## src/rtl/comb_sweep_ctrl.sv

```systemverilog
// comb_sweep_ctrl -- sweeps all 8 input vectors of the three-input block
// comb_complex, waits SETTLE_CYCLES per vector, captures b4 into a truth
// table and compares it against an expected table latched at start.
//
// Ports:
//   clk_i, rst_ni         clock (rising edge), synchronous active-low reset
//   start_i, abort_i      sweep request (IDLE only) / terminate sweep
//   exp_tt_i[7:0]         expected truth table, latched on start accept
//   b1_o, b2_o, b3_o      registered vector drive (v[0], v[1], v[2])
//   b4_i                  response from comb_complex
//   busy_o                high outside IDLE
//   done_o                one-cycle completion pulse
//   pass_o                captured table equals expected
//   tt_o[7:0]             captured truth table
//   mism_o[7:0]           captured XOR expected
//   err_cnt_o[3:0]        mismatch count (only with SWEEP_ERRCNT_EN)
//
// Optional build macro: SWEEP_ERRCNT_EN adds err_cnt_o.
//
// state  | meaning
// IDLE   | waiting for start, drives 0
// DRIVE  | vector v applied, settle counter running
// SAMPLE | capture b4 into tt[v], advance or finish
// DONE   | done pulse, return to IDLE
module comb_sweep_ctrl #(
  parameter int SETTLE_CYCLES = 1,
  parameter int CNT_W         = 4
) (
  input  logic       clk_i,
  input  logic       rst_ni,
  input  logic       start_i,
  input  logic       abort_i,
  input  logic [7:0] exp_tt_i,
  output logic       b1_o,
  output logic       b2_o,
  output logic       b3_o,
  input  logic       b4_i,
  output logic       busy_o,
  output logic       done_o,
  output logic       pass_o,
  output logic [7:0] tt_o,
  output logic [7:0] mism_o
`ifdef SWEEP_ERRCNT_EN
  ,
  output logic [3:0] err_cnt_o
`endif
);

  typedef enum logic [1:0] {IDLE, DRIVE, SAMPLE, DONE} state_t;

  localparam logic [CNT_W-1:0] SETTLE_LD = CNT_W'(SETTLE_CYCLES);

  state_t           state_q, state_d;
  logic             accept;
  logic [2:0]       v_q;
  logic [CNT_W-1:0] cnt_q;
  logic [7:0]       exp_q;
  logic [7:0]       tt_q;
  logic [7:0]       tt_cap;
  logic [7:0]       mism_q;
  logic             pass_q;
  logic [3:0]       err_q;

  always_ff @(posedge clk_i) begin
    if (!rst_ni) state_q <= IDLE;
    else         state_q <= state_d;
  end

  always_comb begin
    state_d = state_q;
    accept  = 1'b0;
    done_o  = 1'b0;
    busy_o  = (state_q != IDLE);
    case (state_q)
      IDLE: begin
        if (start_i && !abort_i) begin
          accept  = 1'b1;
          state_d = DRIVE;
        end
      end
      DRIVE: begin
        if (abort_i)                    state_d = IDLE;
        else if (cnt_q == CNT_W'(1))    state_d = SAMPLE;
      end
      SAMPLE: begin
        if (abort_i)                    state_d = IDLE;
        else if (v_q == 3'd7)           state_d = DONE;
        else                            state_d = DRIVE;
      end
      DONE: begin
        // Pulse is combinational so a coincident abort can suppress it.
        done_o  = !abort_i;
        state_d = IDLE;
      end
      default: state_d = IDLE;
    endcase
  end

  // Truth table including this cycle's sample, so the final compare is
  // already valid while done_o is high.
  always_comb begin
    tt_cap      = tt_q;
    tt_cap[v_q] = b4_i;
  end

  always_ff @(posedge clk_i) begin
    if (!rst_ni) begin
      v_q    <= '0;
      cnt_q  <= '0;
      exp_q  <= '0;
      tt_q   <= '0;
      mism_q <= '0;
      pass_q <= 1'b0;
      err_q  <= '0;
    end else begin
      case (state_q)
        IDLE: begin
          if (accept) begin
            exp_q  <= exp_tt_i;
            tt_q   <= '0;
            mism_q <= '0;
            pass_q <= 1'b0;
            err_q  <= '0;
            v_q    <= '0;
            cnt_q  <= SETTLE_LD;
          end
        end
        DRIVE: begin
          if (abort_i) v_q   <= '0;
          else         cnt_q <= cnt_q - CNT_W'(1);
        end
        SAMPLE: begin
          if (abort_i) begin
            v_q <= '0;
          end else begin
            tt_q <= tt_cap;
            if (b4_i != exp_q[v_q]) err_q <= err_q + 4'd1;
            if (v_q == 3'd7) begin
              v_q    <= '0;
              pass_q <= (tt_cap == exp_q);
              mism_q <= tt_cap ^ exp_q;
            end else begin
              v_q   <= v_q + 3'd1;
              cnt_q <= SETTLE_LD;
            end
          end
        end
        DONE: begin
          v_q <= '0;
          if (abort_i) pass_q <= 1'b0;
        end
        default: v_q <= '0;
      endcase
    end
  end

  assign b1_o   = v_q[0];
  assign b2_o   = v_q[1];
  assign b3_o   = v_q[2];
  assign tt_o   = tt_q;
  assign mism_o = mism_q;
  assign pass_o = pass_q;

`ifdef SWEEP_ERRCNT_EN
  assign err_cnt_o = err_q;
`else
  logic unused_err;
  assign unused_err = ^err_q;
`endif

endmodule

```

## config.mk

```make
export PLATFORM = sky130hd
export DESIGN_NAME = comb_sweep_ctrl
export DESIGN_NICKNAME = d
export VERILOG_FILES = /design/src/rtl/comb_sweep_ctrl.sv
export SDC_FILE = /design/constraint.sdc
export NUM_CORES = 1
export LEC_CHECK = 0
export BUFFER_PORTS_ARGS = -buffer_cell sky130_fd_sc_hd__buf_2
export CAP_MARGIN = 20
export CELL_PAD_IN_SITES_DETAIL_PLACEMENT = 2
export CELL_PAD_IN_SITES_GLOBAL_PLACEMENT = 2
export CORE_ASPECT_RATIO = 0.7
export CORE_MARGIN = 5
export CORE_UTILIZATION = 31
export DETAILED_ROUTE_END_ITERATION = 8
export MAX_ROUTING_LAYER = met4
export PLACE_DENSITY_LB_ADDON = 0.3
export SYNTH_ARGS = -nofsm -noshare
export SYNTH_HDL_FRONTEND = slang
export SYNTH_SLANG_ARGS = --single-unit
```

## constraint.sdc

```tcl
create_clock -name clk_i -period 2.7 [get_ports clk_i]
set_input_delay 0.405 -clock clk_i [delete_from_list [all_inputs] [get_ports clk_i]]
set_output_delay 0.405 -clock clk_i [all_outputs]
set_load 0.005 [all_outputs]
```

# Word-level counts from Yosys, hierarchy flattened
# Cells that the tools add are included.
# op_classes
bitwise_logic	1
n_mux	33
reduce_logical	15
add_sub_neg	2
magnitude_cmp	2
n_eq_ne	15
# op_table
op	count
8-bit two-way mux	4
8-bit one-hot mux with 2 select lines	2
4-bit two-way mux	4
2-bit inequality test (second input constant)	8
3-bit two-way mux	4
3-bit one-hot mux with 4 select lines	1
4-bit one-hot mux with 3 select lines	1
2-bit two-way mux	5
5-bit AND reduction	2
8-bit bitwise mux	1
8-bit equality test	1
1-bit two-way mux	8
2-bit one-hot mux with 4 select lines	1
8-bit bitwise XOR	1
2-bit AND reduction	3
3-bit nonzero test	2
2-bit equality test (second input constant)	2
4-bit by 1-bit equality test with 1-bit output (second input constant)	1
3-bit by 4-bit < comparator with 1-bit output (second input constant)	1
4-bit AND reduction	1
2-bit nonzero test	2
4-bit by 1-bit subtractor with 4-bit output (second input constant)	1
3-bit by 1-bit adder with 3-bit output (second input constant)	1
1-bit demux with 3-bit select	1
9 further kinds	10
# word_totals
word_cells	75
regBits	34
out_inout_bits	22
inputBits	13

# Logic depth before layout (Yosys ltp)
# logic_depth
ltp_word	9
ltp_mapped	7

# Worst setup path after synthesis
# No wires, ideal clock.
# synth_path
path_kind	reg2reg
startpoint	register v_q[0]
endpoint	register pass_q (netlist: pass_o)
required_time_ps	2604
arrival_ps	1971
stages_incl_launch_ff	7
path_slack_ps	633
setup_ps	96
path_cell_list	dfxtp_1 buf_6 nor3b_1 mux2i_1 xnor2_1 or4_1 o41ai_2
# synth_between
elab_chain_len	9
# synth_rtl
element	line	source
start: declaration	55	logic [2:0] v_q;
start signal: assignment	143	v_q <= v_q + 3'd1;
3-bit by 4-bit < comparator with 1-bit output or 3-bit by 1-bit greater-or-equal comparator with 1-bit output (tied branches)	n/a	
1-bit logical AND (not written as such)	103	tt_cap[v_q] = b4_i;
1-bit two-way mux (not written as such)	103	
1-bit demux with 3-bit select	103	
8-bit bitwise mux	103	
8-bit equality test	140	pass_q <= (tt_cap == exp_q);
1-bit two-way mux	138	if (v_q == 3'd7) begin
1-bit two-way mux	133	if (abort_i) begin
1-bit one-hot mux with 3 select lines	116	case (state_q)
end signal: assignment	140	
end: declaration	61	logic pass_q;
# Several ways; a longest one is shown, not always the timed one. The select of a mux whose other input is x is not followed.
# A chain may end at the register's enable or synchronous reset.

# Worst setup path after layout
# Same ends and word-level chain as after synthesis.

==> flow_summary_export.csv <==
group,metric,value,unit
timing,skew,0.00687,ns
power_and_ir_drop,p_sw,270,uW
worst_setup_path,path_cells,"nor3b_1 -> mux2i_1 -> xnor2_1 -> or4_1 -> o41ai_2",
final_layout,area_delta_synth_final,19.4,%
clock_tree,clk_latency,0.29,ns
final_layout,drive_above_1_share,21.7,%
die,io_pins,35,
die,die_h,71.0,um
synth,synth_area_leader_cell,"dfxtp_1",
worst_setup_path,r2r_end,"pass_o",
synth,ys_ff_latch,34,
die,rows,22,
detailed_routing,dr.pass1.iters,4,
status,status,"complete, no violations",
timing,relSlewSlack,50.8,%
timing,worst_pin_slew,0.733,ns
clock_tree,cts.hold.buffers_added,0,
synth,syn_area,1650,um^2
final_layout,n_antenna_cell,0,
synth,synth_edf_count,0,
clock_tree,cts_resized,0,
job,drv_cap,0,
clock_tree,cts_htree_levels,2,
min_path,hold_end,"exp_q[2]",
timing,finalCritPeriodShare,87.9,%
placed_design,place_ws,0.395,ns
synth,synth.distinct_cells,35,
min_path,hold_start,"exp_tt_i[2]",
power_and_ir_drop,seq_power_share,51.2,%
final_layout,fin_nets,246,
worst_setup_path,endpoint_kind,"flip-flop",
power_and_ir_drop,pwr_density_cell,519,nW/um^2
worst_setup_path,required,2.90,ns
clock_tree,cts_tree,"yes",
synth,synth_area_leaders,"dfxtp_1, a22oi_1, nor2_1",
synth,async_flop_share,0,%
synth,syn-num-nets,213,
detailed_routing,drc,0,
synth,synth_top_area_share,41.3,%
timing,rsz0062_at_grt,"false",
worst_setup_path,reg2reg_from,"v_q[0]",
worst_setup_path,cp.arrival,2.58,ns
final_layout,final_util,37.8,%
die,die_area,6890,um^2
timing,finalCriticalPeriod,2.37,ns
placed_design,dp_hpwl,3.78,mm
placed_design,numPortBuffers,34,
die,start_util,31.6,%
detailed_routing,vias,1555,
die,die_w,97.1,um
clock_tree,numCtsBuffers,5,
worst_setup_path,ff2ff_setup_slack,0.33,ns
timing,hold_viol,0,
timing,tns,0,ns
synth,synth_warnings,0,
min_path,min_path_type,"in -> reg",
detailed_routing,drt_iter0_drc,64,
timing,fmax,0.421,GHz
detailed_routing,routed_wl,5.23,mm
timing,fin_ws,0.325,ns
global_route,grt_pass1_vias,1656,
worst_setup_path,cp-start-kind,"flip-flop",
power_and_ir_drop,combinationalPowerShare,8.9,%
global_route,grt_pass1_wl,8.56,mm
synth,synth-main-ff-cell,"dfxtp_1",
worst_setup_path,path_class,"reg -> reg",
worst_setup_path,critical_path_peak_fanout,12,
timing,maxSlewViolCount,0,
clock_tree,clkSinkCount,34,
synth,synth-seq-area-share,41.3,%
power_and_ir_drop,p_leak,0.794,nW
worst_setup_path,cp_top_family,"simple AND/OR/NAND/NOR gates",
global_route,grt.overflow.total,0,
clock_tree,path_clk_slew,0.08,ns
global_route,antenna_found_initial,0,
timing,setup_violations,0,
clock_tree,cts_root_buffer,"clkbuf_8",
clock_tree,cts_setup_buffers,0,
detailed_routing,avgViaCountPerCell,5.15,
worst_setup_path,r2r_cells,5,
worst_setup_path,slowest_delay,0.59,ns
power_and_ir_drop,p_int,750,uW
power_and_ir_drop,power.share.clock,39.9,%
detailed_routing,antenna_left,0,
placed_design,gp_congestion,0.733,
final_layout,fillCellCount,611,
synth,syn_area_per_cell,8.40,um^2
worst_setup_path,worst-path-buf-inv,0,
clock_tree,ctsLongestPathBuffers,2,
power_and_ir_drop,p_sw_share,26.5,%
synth,syn_inst,196,
global_route,grt_max_degree,26,
power_and_ir_drop,peakVddDrop,0.207,mV
die,coreArea,5200,um^2
detailed_routing,post_drt_wl_per_cell,17.3,um
min_path,min_path_cells,3,
global_route,track_usage,16.3,%
worst_setup_path,critPathSlowestCell,"or4_1",
stage by stage:
step	area [um^2]	hold WS [ns]	power, mW	std cells
floorplan	1650	0.448	0.592	196
global placement	1870	0.458	0.621	294
detailed placement	1870	0.466	0.625	294
CTS	1970	0.337	1.04	302
global route	1970	0.344	1.08	302
finish	1970	0.347	1.02	302
worst min-delay path: stages:
cell	delay (ns)
buf_2	0.10
nand2_1	0.05
a21oi_1	0.05
worst max path at each step:
stage,from,endpoint,slack (ns),cells past startpoint
global placement,v_q[0],pass_o,0.53,5
floorplan,v_q[0],pass_o,0.63,6
CTS,v_q[0],pass_o,0.36,5
finish,v_q[0],pass_o,0.33,5
global route,v_q[0],pass_o,0.24,5
detailed placement,v_q[0],pass_o,0.40,5
synthesized netlist by cell type (2+ instances only):
library cell and n:
a21oi_1 14, nand3_1 3, ha_1 4, or2_2 2, inv_1 5, xnor2_1 8, and2_1 2, dfxtp_1 34
a22oi_1 18, and3b_2 2, nor2_1 28, nor3b_1 4, buf_2 2, nand2_1 20, o21ai_0 13, nor3_1 4
o21a_1 2, clkbuf_1 6, mux2i_1 9
state kept, by name, summed over array words and instances (netlist names):
signal / flops
cnt_q: 4
exp_q: 8
mism_o: 8
pass_o: 1
state_q: 2
tt_o: 8
v_q: 3
layout by cell type, fill, tap and decap left out, types with 2 or more instances in the layout:
| cell | count |
|---|---|
| dfxtp_1 | 34 |
| buf_2 | 34 |
| nor2_1 | 28 |
| nand2_1 | 20 |
| a22oi_1 | 18 |
| a21oi_1 | 14 |
| o21ai_0 | 13 |
| mux2i_1 | 9 |
| xnor2_1 | 8 |
| clkbuf_8 | 6 |
| inv_1 | 5 |
| nor3_1 | 4 |
| nor3b_1 | 4 |
| ha_1 | 4 |
| nand3_1 | 3 |
| or2_2 | 2 |
| o21a_1 | 2 |
| and2_1 | 2 |
| and3b_2 | 2 |
| buf_4 | 2 |
layout make-up:
class / count / area, um^2 / area share, %
multi-input cells: 147 / 896 / 45.6
clock buffers: 6 / 82.6 / 4.20
clock inverters: 2 / 12.5 / 0.637
repair buffers: 36 / 185 / 9.42
inverters: 5 / 18.8 / 0.955
flip-flops and latches: 34 / 681 / 34.6
well taps: 72 / 90.1 / 4.58
power groups by stage:
stage / logic, mW / registers [mW] / clock network, mW
6_report: 0.0908 / 0.523 / 0.407
4_1_cts: 0.0924 / 0.523 / 0.424
5_1_grt: 0.102 / 0.525 / 0.451
2_1_floorplan: 0.0633 / 0.529 / 0
3_3_place_gp: 0.0876 / 0.533 / 0
3_5_place_dp: 0.0903 / 0.534 / 0
cell families (layout without fill, tap and decap cells):
logic type	after synthesis	in the layout	synth area share [%]
multiplexers	9	9	5.47
flip-flops	34	34	41.3
adder cells (fa/ha/maj)	4	4	3.04
XOR/XNOR	8	8	4.26
AO/OA/AOI/OAI	53	53	20.6
buffers and inverters	15	49	4.26
AND/OR/NAND/NOR	73	73	21.0
layer usage:
layer / part of all wire [%] / wire, um / track usage [%]
met1: 49 / 2580 / 19.8
met2: 47 / 2440 / 26.2
met3: 2.2 / 116 / 3.55
met4: 1.9 / 101 / 7.01
met5: 0 / 0 / -
Note: power is estimated with default switching activity, not from simulation.
